File: src/rtl/eth_rx_frame.sv
// Ethernet receive framer: finds preamble/SFD, checks CRC-32 and length, and streams
// the payload with the FCS stripped. Five bytes are held back so the FCS never leaves the block.
module eth_rx_frame #(
  parameter int MIN_LEN = 64,
  parameter int MAX_LEN = 1518,
  parameter int PRE_MIN = 1
) (
  input  logic        clk,
  input  logic        rst,
  input  logic [7:0]  rx_d,
  input  logic        rx_dv,
  input  logic        rx_er,
  input  logic        rx_en,
  output logic [7:0]  m_d,
  output logic        m_valid,
  output logic        m_last,
  output logic        stat_valid,
  output logic [3:0]  stat_err,
  output logic [10:0] stat_len
);
  localparam logic [10:0] MIN_L   = 11'(MIN_LEN);
  localparam logic [10:0] MAX_L   = 11'(MAX_LEN);
  localparam logic [3:0]  PRE_L   = 4'(PRE_MIN);
  localparam logic [31:0] CRC_RES = 32'hDEBB20E3;

  typedef enum logic [1:0] {IDLE, PREAMBLE, DATA, DROP} state_t;

  state_t           state_q, state_d;
  logic [3:0]       pre_cnt_q, pre_cnt_d;
  logic [31:0]      crc_q, crc_d;
  logic [10:0]      len_q, len_d, len_inc;
  logic [4:0][7:0]  hold_q, hold_d;
  logic [2:0]       hold_cnt_q, hold_cnt_d;
  logic             long_q, long_d, rxer_q, rxer_d;
  logic [7:0]       m_d_q, m_d_d;
  logic             m_valid_q, m_valid_d, m_last_q, m_last_d;
  logic             stat_valid_q, stat_valid_d;
  logic [3:0]       stat_err_q, stat_err_d;
  logic [10:0]      stat_len_q, stat_len_d;

  function automatic logic [31:0] crc_byte(input logic [31:0] c, input logic [7:0] d);
    logic [31:0] r;
    r = c;
    for (int i = 0; i < 8; i++)
      r = (r >> 1) ^ ((r[0] ^ d[i]) ? 32'hEDB88320 : 32'h0);
    return r;
  endfunction

  assign len_inc = (len_q == 11'h7FF) ? len_q : len_q + 11'd1;

  always_comb begin
    state_d      = state_q;
    pre_cnt_d    = pre_cnt_q;
    crc_d        = crc_q;
    len_d        = len_q;
    hold_d       = hold_q;
    hold_cnt_d   = hold_cnt_q;
    long_d       = long_q;
    rxer_d       = rxer_q;
    m_d_d        = 8'h00;
    m_valid_d    = 1'b0;
    m_last_d     = 1'b0;
    stat_valid_d = 1'b0;
    stat_err_d   = 4'h0;
    stat_len_d   = 11'h000;
    if (rx_en) begin
      case (state_q)
        IDLE: if (rx_dv) begin
          state_d   = (rx_d == 8'h55) ? PREAMBLE : DROP;
          pre_cnt_d = 4'd1;
        end
        PREAMBLE: begin
          if (!rx_dv) state_d = IDLE;
          else if (rx_d == 8'h55) begin
            if (pre_cnt_q != 4'hF) pre_cnt_d = pre_cnt_q + 4'd1;
          end else if (rx_d == 8'hD5 && pre_cnt_q >= PRE_L) begin
            state_d    = DATA;
            crc_d      = 32'hFFFFFFFF;
            len_d      = 11'h000;
            hold_cnt_d = 3'd0;
            long_d     = 1'b0;
            rxer_d     = 1'b0;
          end else state_d = DROP;
        end
        DATA: begin
          if (rx_dv) begin
            crc_d  = crc_byte(crc_q, rx_d);
            len_d  = len_inc;
            hold_d = {rx_d, hold_q[4:1]};
            // Emission stops once an earlier byte already pushed the frame past MAX_LEN.
            if (hold_cnt_q == 3'd5) begin
              if (!long_q) begin
                m_valid_d = 1'b1;
                m_d_d     = hold_q[0];
              end
            end else hold_cnt_d = hold_cnt_q + 3'd1;
            if (len_inc > MAX_L) long_d = 1'b1;
            if (rx_er) rxer_d = 1'b1;
          end else begin
            state_d      = IDLE;
            stat_valid_d = 1'b1;
            stat_len_d   = len_q;
            stat_err_d   = {rxer_q, long_q, len_q < MIN_L, crc_q != CRC_RES};
            if (hold_cnt_q == 3'd5 && !long_q) begin
              m_valid_d = 1'b1;
              m_last_d  = 1'b1;
              m_d_d     = hold_q[0];
            end
          end
        end
        DROP: if (!rx_dv) state_d = IDLE;
        default: state_d = IDLE;
      endcase
    end
  end

  always_ff @(posedge clk) begin
    if (rst) begin
      state_q      <= IDLE;
      pre_cnt_q    <= 4'd0;
      crc_q        <= 32'hFFFFFFFF;
      len_q        <= 11'h000;
      hold_q       <= '0;
      hold_cnt_q   <= 3'd0;
      long_q       <= 1'b0;
      rxer_q       <= 1'b0;
      m_d_q        <= 8'h00;
      m_valid_q    <= 1'b0;
      m_last_q     <= 1'b0;
      stat_valid_q <= 1'b0;
      stat_err_q   <= 4'h0;
      stat_len_q   <= 11'h000;
    end else begin
      state_q      <= state_d;
      pre_cnt_q    <= pre_cnt_d;
      crc_q        <= crc_d;
      len_q        <= len_d;
      hold_q       <= hold_d;
      hold_cnt_q   <= hold_cnt_d;
      long_q       <= long_d;
      rxer_q       <= rxer_d;
      m_d_q        <= m_d_d;
      m_valid_q    <= m_valid_d;
      m_last_q     <= m_last_d;
      stat_valid_q <= stat_valid_d;
      stat_err_q   <= stat_err_d;
      stat_len_q   <= stat_len_d;
    end
  end

  assign m_d        = m_d_q;
  assign m_valid    = m_valid_q;
  assign m_last     = m_last_q;
  assign stat_valid = stat_valid_q;
  assign stat_err   = stat_err_q;
  assign stat_len   = stat_len_q;
endmodule

File: config.mk
export PLATFORM = sky130hd
export DESIGN_NAME = eth_rx_frame
export DESIGN_NICKNAME = d
export VERILOG_FILES = /design/src/rtl/eth_rx_frame.sv
export SDC_FILE = /design/constraint.sdc
export NUM_CORES = 1
export LEC_CHECK = 0
export ABC_AREA = 1
export CORE_UTILIZATION = 45
export CTS_CLUSTER_DIAMETER = 80
export DETAILED_ROUTE_END_ITERATION = 8
export GPL_ROUTABILITY_DRIVEN = 0
export PLACE_DENSITY = 0.66
export SLEW_MARGIN = 20
export SYNTH_ARGS = -nofsm -noshare
export SYNTH_HDL_FRONTEND = slang
export SYNTH_SLANG_ARGS = --single-unit
File: constraint.sdc
create_clock -name clk -period 1.8 [get_ports clk]
set_input_delay 0.36 -clock clk [delete_from_list [all_inputs] [get_ports clk]]
set_output_delay 0.36 -clock clk [all_outputs]
set_load 0.01 [all_outputs]
Yosys cells after proc, flatten, opt, wreduce, memory -nomap -nowiden
Cells that the tools add are included.
- $add $sub $neg: 3
- $lt $le $gt $ge: 3
- eq/ne operators: 21
- mux-type cells: 55
- bitwise logic cells: 18
- reductions and logical operators: 16
- operators with widths (cell ; count):
    32-bit two-way mux ; 12
    31-bit by 32-bit bitwise XOR with 32-bit output ; 8
    32-bit one-hot mux with 2 select lines ; 1
    11-bit two-way mux ; 5
    8-bit two-way mux ; 4
    32-bit inequality test, second input constant ; 1
    2-bit inequality test, second input constant ; 11
    11-bit one-hot mux with 2 select lines ; 1
    7-bit AND reduction ; 3
    4-bit two-way mux ; 4
    3-bit two-way mux ; 5
    1-bit two-way mux ; 13
    6-bit AND reduction ; 2
    11-bit by 1-bit adder with 11-bit output, second input constant ; 1
    11-bit == test, second input constant ; 1
    11-bit > comparator, second input constant ; 1
    11-bit by 7-bit < comparator with 1-bit output, second input constant ; 1
    2-bit two-way mux ; 5
    8-bit by 7-bit == test with 1-bit output, second input constant ; 1
    8-bit == test, second input constant ; 1
    4-bit one-hot mux with 2 select lines ; 1
    1-bit bitwise XOR ; 8
    2-bit one-hot mux with 3 select lines ; 1
    3-bit one-hot mux with 2 select lines ; 1
    19 further kinds ; 24
- bits in registers: 120
- bits of input ports: 13
- output and inout bits: 26
- word-level logic and storage cells: 134

Logic depth before layout (Yosys ltp)
- depth in word-level cells: 26
- depth in mapped cells: 14
- mapped depth without buffers: 14

Worst setup path after synthesis
No wires, ideal clock.
- path kind: register to register
- start point: register len_q[0]
- end point: register long_q
- setup time: 132 ps
- data arrival time: 1581 ps
- data required time: 1668 ps
- setup slack: 87 ps
- cell stages (with the launch flop): 13
- buffers on the path: 0
- period minus slack after synthesis: 1713 ps
- cell sequence: dfxtp_1 ha_1 inv_1 nor2_4 nand3_2 o21ai_0 nand2_1 o21ai_1 nand2_1 nand2_1 nand3_1 nand2_1 a21oi_1
- cells in the longest elaborated chain, start to end: 5
- elaborated cells on any way between the ends: 6
- classes of those cells: add/sub (1); order compare (1); eq/ne (2); mux (1); reduce/logical (1)
- RTL lines (what ; RTL line ; text):
    from (decl) ; 31 ; logic [10:0] len_q, len_d, len_inc;
    from (signal assigned) ; 137 ; len_q <= len_d;
    11-bit by 1-bit adder with 11-bit output or 11-bit == test (tied branches) ; 49 ; assign len_inc = (len_q == 11'h7FF) ? len_q : len_q + 11'd1;
    11-bit two-way mux * ; 49 ;
    11-bit > comparator * ; 97 ; if (len_inc > MAX_L) long_d = 1'b1;
    2-bit inequality test (no source line) * ; -- ;
    7-bit AND reduction (no source line) * ; -- ;
    to (signal assigned) ; 140 ; long_q <= long_d;
    to (decl) ; 34 ; logic long_q, long_d, rxer_q, rxer_d;
Every way passes the cells marked *; elsewhere a longest branch is shown, timed or not.
A chain may end at the register's enable or synchronous reset.

Final worst setup path
- start point: input port rx_d[0]
- end point: register crc_q[8]
- cells in the longest elaborated chain, start to end: 14
- elaborated cells on any way between the ends: 20
- classes of those cells: eq/ne (4); mux (4); bitwise (10); reduce/logical (2)
- RTL lines (what ; RTL line ; text):
    from (decl) ; 10 ; input logic [7:0] rx_d,
    1-bit bitwise XOR ; 45 ; r = (r >> 1) ^ ((r[0] ^ d[i]) ? 32'hEDB88320 : 32'h0);
    32-bit two-way mux ; 45 ;
    31-bit by 32-bit bitwise XOR with 32-bit output (6 in a row) ; 45 ;
    1-bit bitwise XOR ; 45 ;
    32-bit two-way mux ; 45 ;
    31-bit by 32-bit bitwise XOR with 32-bit output (2 in a row) ; 45 ;
    32-bit two-way mux ; 86 ; if (rx_dv) begin
    32-bit one-hot mux with 2 select lines ; 67 ; case (state_q)
    to (signal assigned) ; 136 ; crc_q <= crc_d;
    to (decl) ; 30 ; logic [31:0] crc_q, crc_d;
Parallel ways exist; a longest one is shown, timed or not. The select of a mux whose other input is x is not followed.

==> impl_metrics.tcl <==
set metrics [dict create \
    slew_violations 0 \
    io-pin-count 39 \
    routed_wl_um 14700 \
    dpl.hpwl_um 10200 \
    grt_max_degree 56 \
    syn_avg_cell_area_sq_um 7.48 \
    fill_cells 1036 \
    grt_usage_pct 23.2 \
    cts.sinks 120 \
    busiest_layer "met2" \
    ys_ff_latch 120 \
    synth_flop_cell "dfxtp_1" \
    relSlewSlack_pct 70.9 \
    synth_edf_count 0 \
    drtIter0Drc 349 \
    antenna_left 0 \
    die_area_sq_mm 0.0131 \
    synth_nets 782 \
    vias 5370 \
    initial_core_util_pct 46.8 \
    cts.clk_slew.worst_paths_ps 60 \
    critPathKind "in -> reg" \
    switching_share_pct 29.6 \
    setup_viol 0 \
    arrival_ps 2050 \
    drive_gt1_share_pct 22.2 \
    root_buffer "clkbuf_16" \
    gr-usage-met2_pct 36.4 \
    finalHoldViolations 0 \
    power_frac_comb_pct 23.2 \
    max_freq_ghz 0.570 \
    antenna_found_initial 0 \
    core_area_sq_mm 0.0122 \
    min_path_type "in -> reg" \
    nNetsFinal 895 \
    cp-end-kind "flip-flop" \
    yosysWarnings 0 \
    multi_input_area_sq_mm 0.00314 \
    placed_cell_area_sq_mm 0.00682 \
    antenna_cells 0 \
    fp.dieH_um 115 \
    grt_pass1_wl_um 23700 \
    drt_pass1_iterations 5 \
    final.setup.tns_ps 0 \
    worst-path-max-fanout 5 \
    power_density_mw_per_mm2 1040 \
    cts_tree "done" \
    pwr-share-seq_pct 36.1 \
    p_int_mw 5.68 \
    io_buffer_count 38 \
    yosysSeqAreaShare_pct 42.1 \
    ir_worst_vdd_uv 657 \
    hold_buffers 0 \
    grt_use_met3_pct 7.15 \
    wl_per_cell_um 13.9 \
    clockBufferDepth 2 \
    fin_skew_ps 5.81 \
    leakagePower_nw 3.37 \
    setup_slack_ps 45.4 \
    die_w_um 115 \
    grt_use_met1_pct 29.9 \
    first_global_vias 5035 \
    clock_power_share_pct 40.7 \
    crit_path_max_incr_delay_ps 500 \
    htreeDepth 4 \
    required_ps 2100 \
    regArea_sq_mm 0.00241 \
    netlist_instances 763 \
    pre_cts_slack_ps -487 \
    core.rowCount 40 \
    path_delay_family "buffers and inverters" \
    syn2layout_area_growth_pct 35.6 \
    cpMaxStageDelayCell "clkdlybuf4s50_1" \
    min_period_ps 1750 \
    clkLatencyLatePin_ps 420 \
    status "complete, no violations" \
    synth_area_sq_mm 0.00571 \
    cap_violations 0 \
    grt-ovfl-total 0 \
    async_reset_ff_share_pct 0 \
    netlist-cell-type-count 37 \
    tightest_slew_ps 433 \
    fin_area_sq_mm 0.00774 \
    cp_num_buf_inv 2 \
    crit_path_cell_trace "clkdlybuf4s50_1, buf_4, nand2_1, nand2_2, xor2_2, nand2_2, nand2_4, o21ai_0, o21ai_0, o211ai_1" \
    period_share_pct 97.5 \
    cts_buffers 17 \
    p_switching_mw 2.39 \
    drc 0 \
    avgViaCountPerCell 5.09 \
    cp-start-kind "input port" \
]
[final cells by class]
class                   instances  area share (%)
clock inverters                12            1.66
multi-input cells             535            40.5
well taps                     168            2.71
repair buffers                123            14.3
flip-flops and latches        120            31.2
inverters                      79            3.89
clock buffers                  19            5.72
[worst paths after layout]
| path | start | endpoint | slack, ps | cells after the start |
|---|---|---|---|---|
| setup / recovery | rx_d[0] | crc_q[8] | 50 | 10 |
| hold / removal | rx_d[1] | hold_q[33] | 280 | 3 |
| setup reg to reg | pre_cnt_q[1] | crc_q[15] | 60 | 11 |
| hold reg to reg | hold_q[4] | m_d[4] | 440 | 2 |
[per-layer routing]
| layer | wire length (um) | vias up |
|---|---|---|
| met5 | 0 | - |
| li1 | - | 2686 |
| met2 | 6740 | 149 |
| met4 | 345 | 0 |
| met3 | 838 | 29 |
| met1 | 6780 | 2506 |
[worst register-to-register path, cell delays in order (launching register included)]
cell and delay [ps]:
dfxtp_2 340, inv_1 70, ha_1 200, nor2_2 140
nand3_2 130, nand3_2 110, nand2_2 70, nand3_4 100
buf_12 170, a21oi_1 60, o21ai_0 100, o211ai_1 120
[synth_stat cells (all sizes together) (3+ instances only)]
cell type / number / area (sq um)
xnor2: 12 / 161
nand2: 138 / 558
dfxtp: 120 / 2400
or2: 3 / 18.8
nand4: 13 / 81.3
o211ai: 16 / 120
clkbuf: 15 / 56.3
o21ai: 82 / 414
nand3: 25 / 135
xor2: 44 / 453
ha: 6 / 75.1
inv: 78 / 293
nor3: 8 / 40.0
nor2: 122 / 470
buf: 14 / 68.8
a21oi: 53 / 265
[placed cells by master, fill, tap and decap left out, types with 8 or more instances in the layout]
cell / synthesis / layout
inv_1: 69 / 65
o21ai_0: 77 / 69
buf_4: 0 / 76
clkbuf_16: 0 / 17
nor2_1: 119 / 113
nand2_4: 4 / 8
inv_2: 9 / 12
nand2_1: 130 / 122
o21ai_1: 4 / 10
nand2_2: 4 / 8
dfxtp_1: 120 / 112
xor2_1: 38 / 33
nand4_1: 13 / 13
nand3_1: 23 / 20
dfxtp_2: 0 / 8
a21oi_1: 53 / 51
o211ai_1: 16 / 16
clkdlybuf4s50_1: 0 / 33
[power by group through the flow]
stage	Combinational (mW)	Clock (mW)	Sequential [mW]
6_report	1.87	3.28	2.91
5_1_grt	2.04	3.45	2.93
4_1_cts	1.67	3.31	2.91
3_5_place_dp	1.64	0	2.96
3_3_place_gp	1.62	0	2.96
2_1_floorplan	1.08	0	2.93
[state kept, by name, indices dropped and copies added, names as in the netlist, 2 cells and up]
register and flops:
crc_q 32, hold_cnt_q 3, hold_q 40, len_q 11
m_d 8, pre_cnt_q 4, stat_err 4, stat_len 11
state_q 2
[cell families after synthesis]
group	Yosys count	synth area share, %
adders and majority gates	6	1.31
and+or+nand+nor	313	23.3
AOI/OAI and AO/OA	160	15.2
xor gates and xnor gates	56	10.8
buffers and inverters	108	7.38
DFF	120	42.1
[repair_timing]
action,4_1_cts,5_1_grt
buffers inserted,0,6
pin swaps,0,22
setup endpoints to repair,4,74
resized for setup,5,76
[stage by stage]
step	power [mW]	instances	utilization, %	hold WS (ps)
global placement	4.57	1019	55.9	425
finish	8.07	1056	63.4	277
floorplan	4.01	763	-	415
detailed placement	4.60	1019	55.9	428
CTS	7.89	1050	60.8	443
global route	8.43	1056	63.4	285
Note: power is estimated with default switching activity, not from simulation.
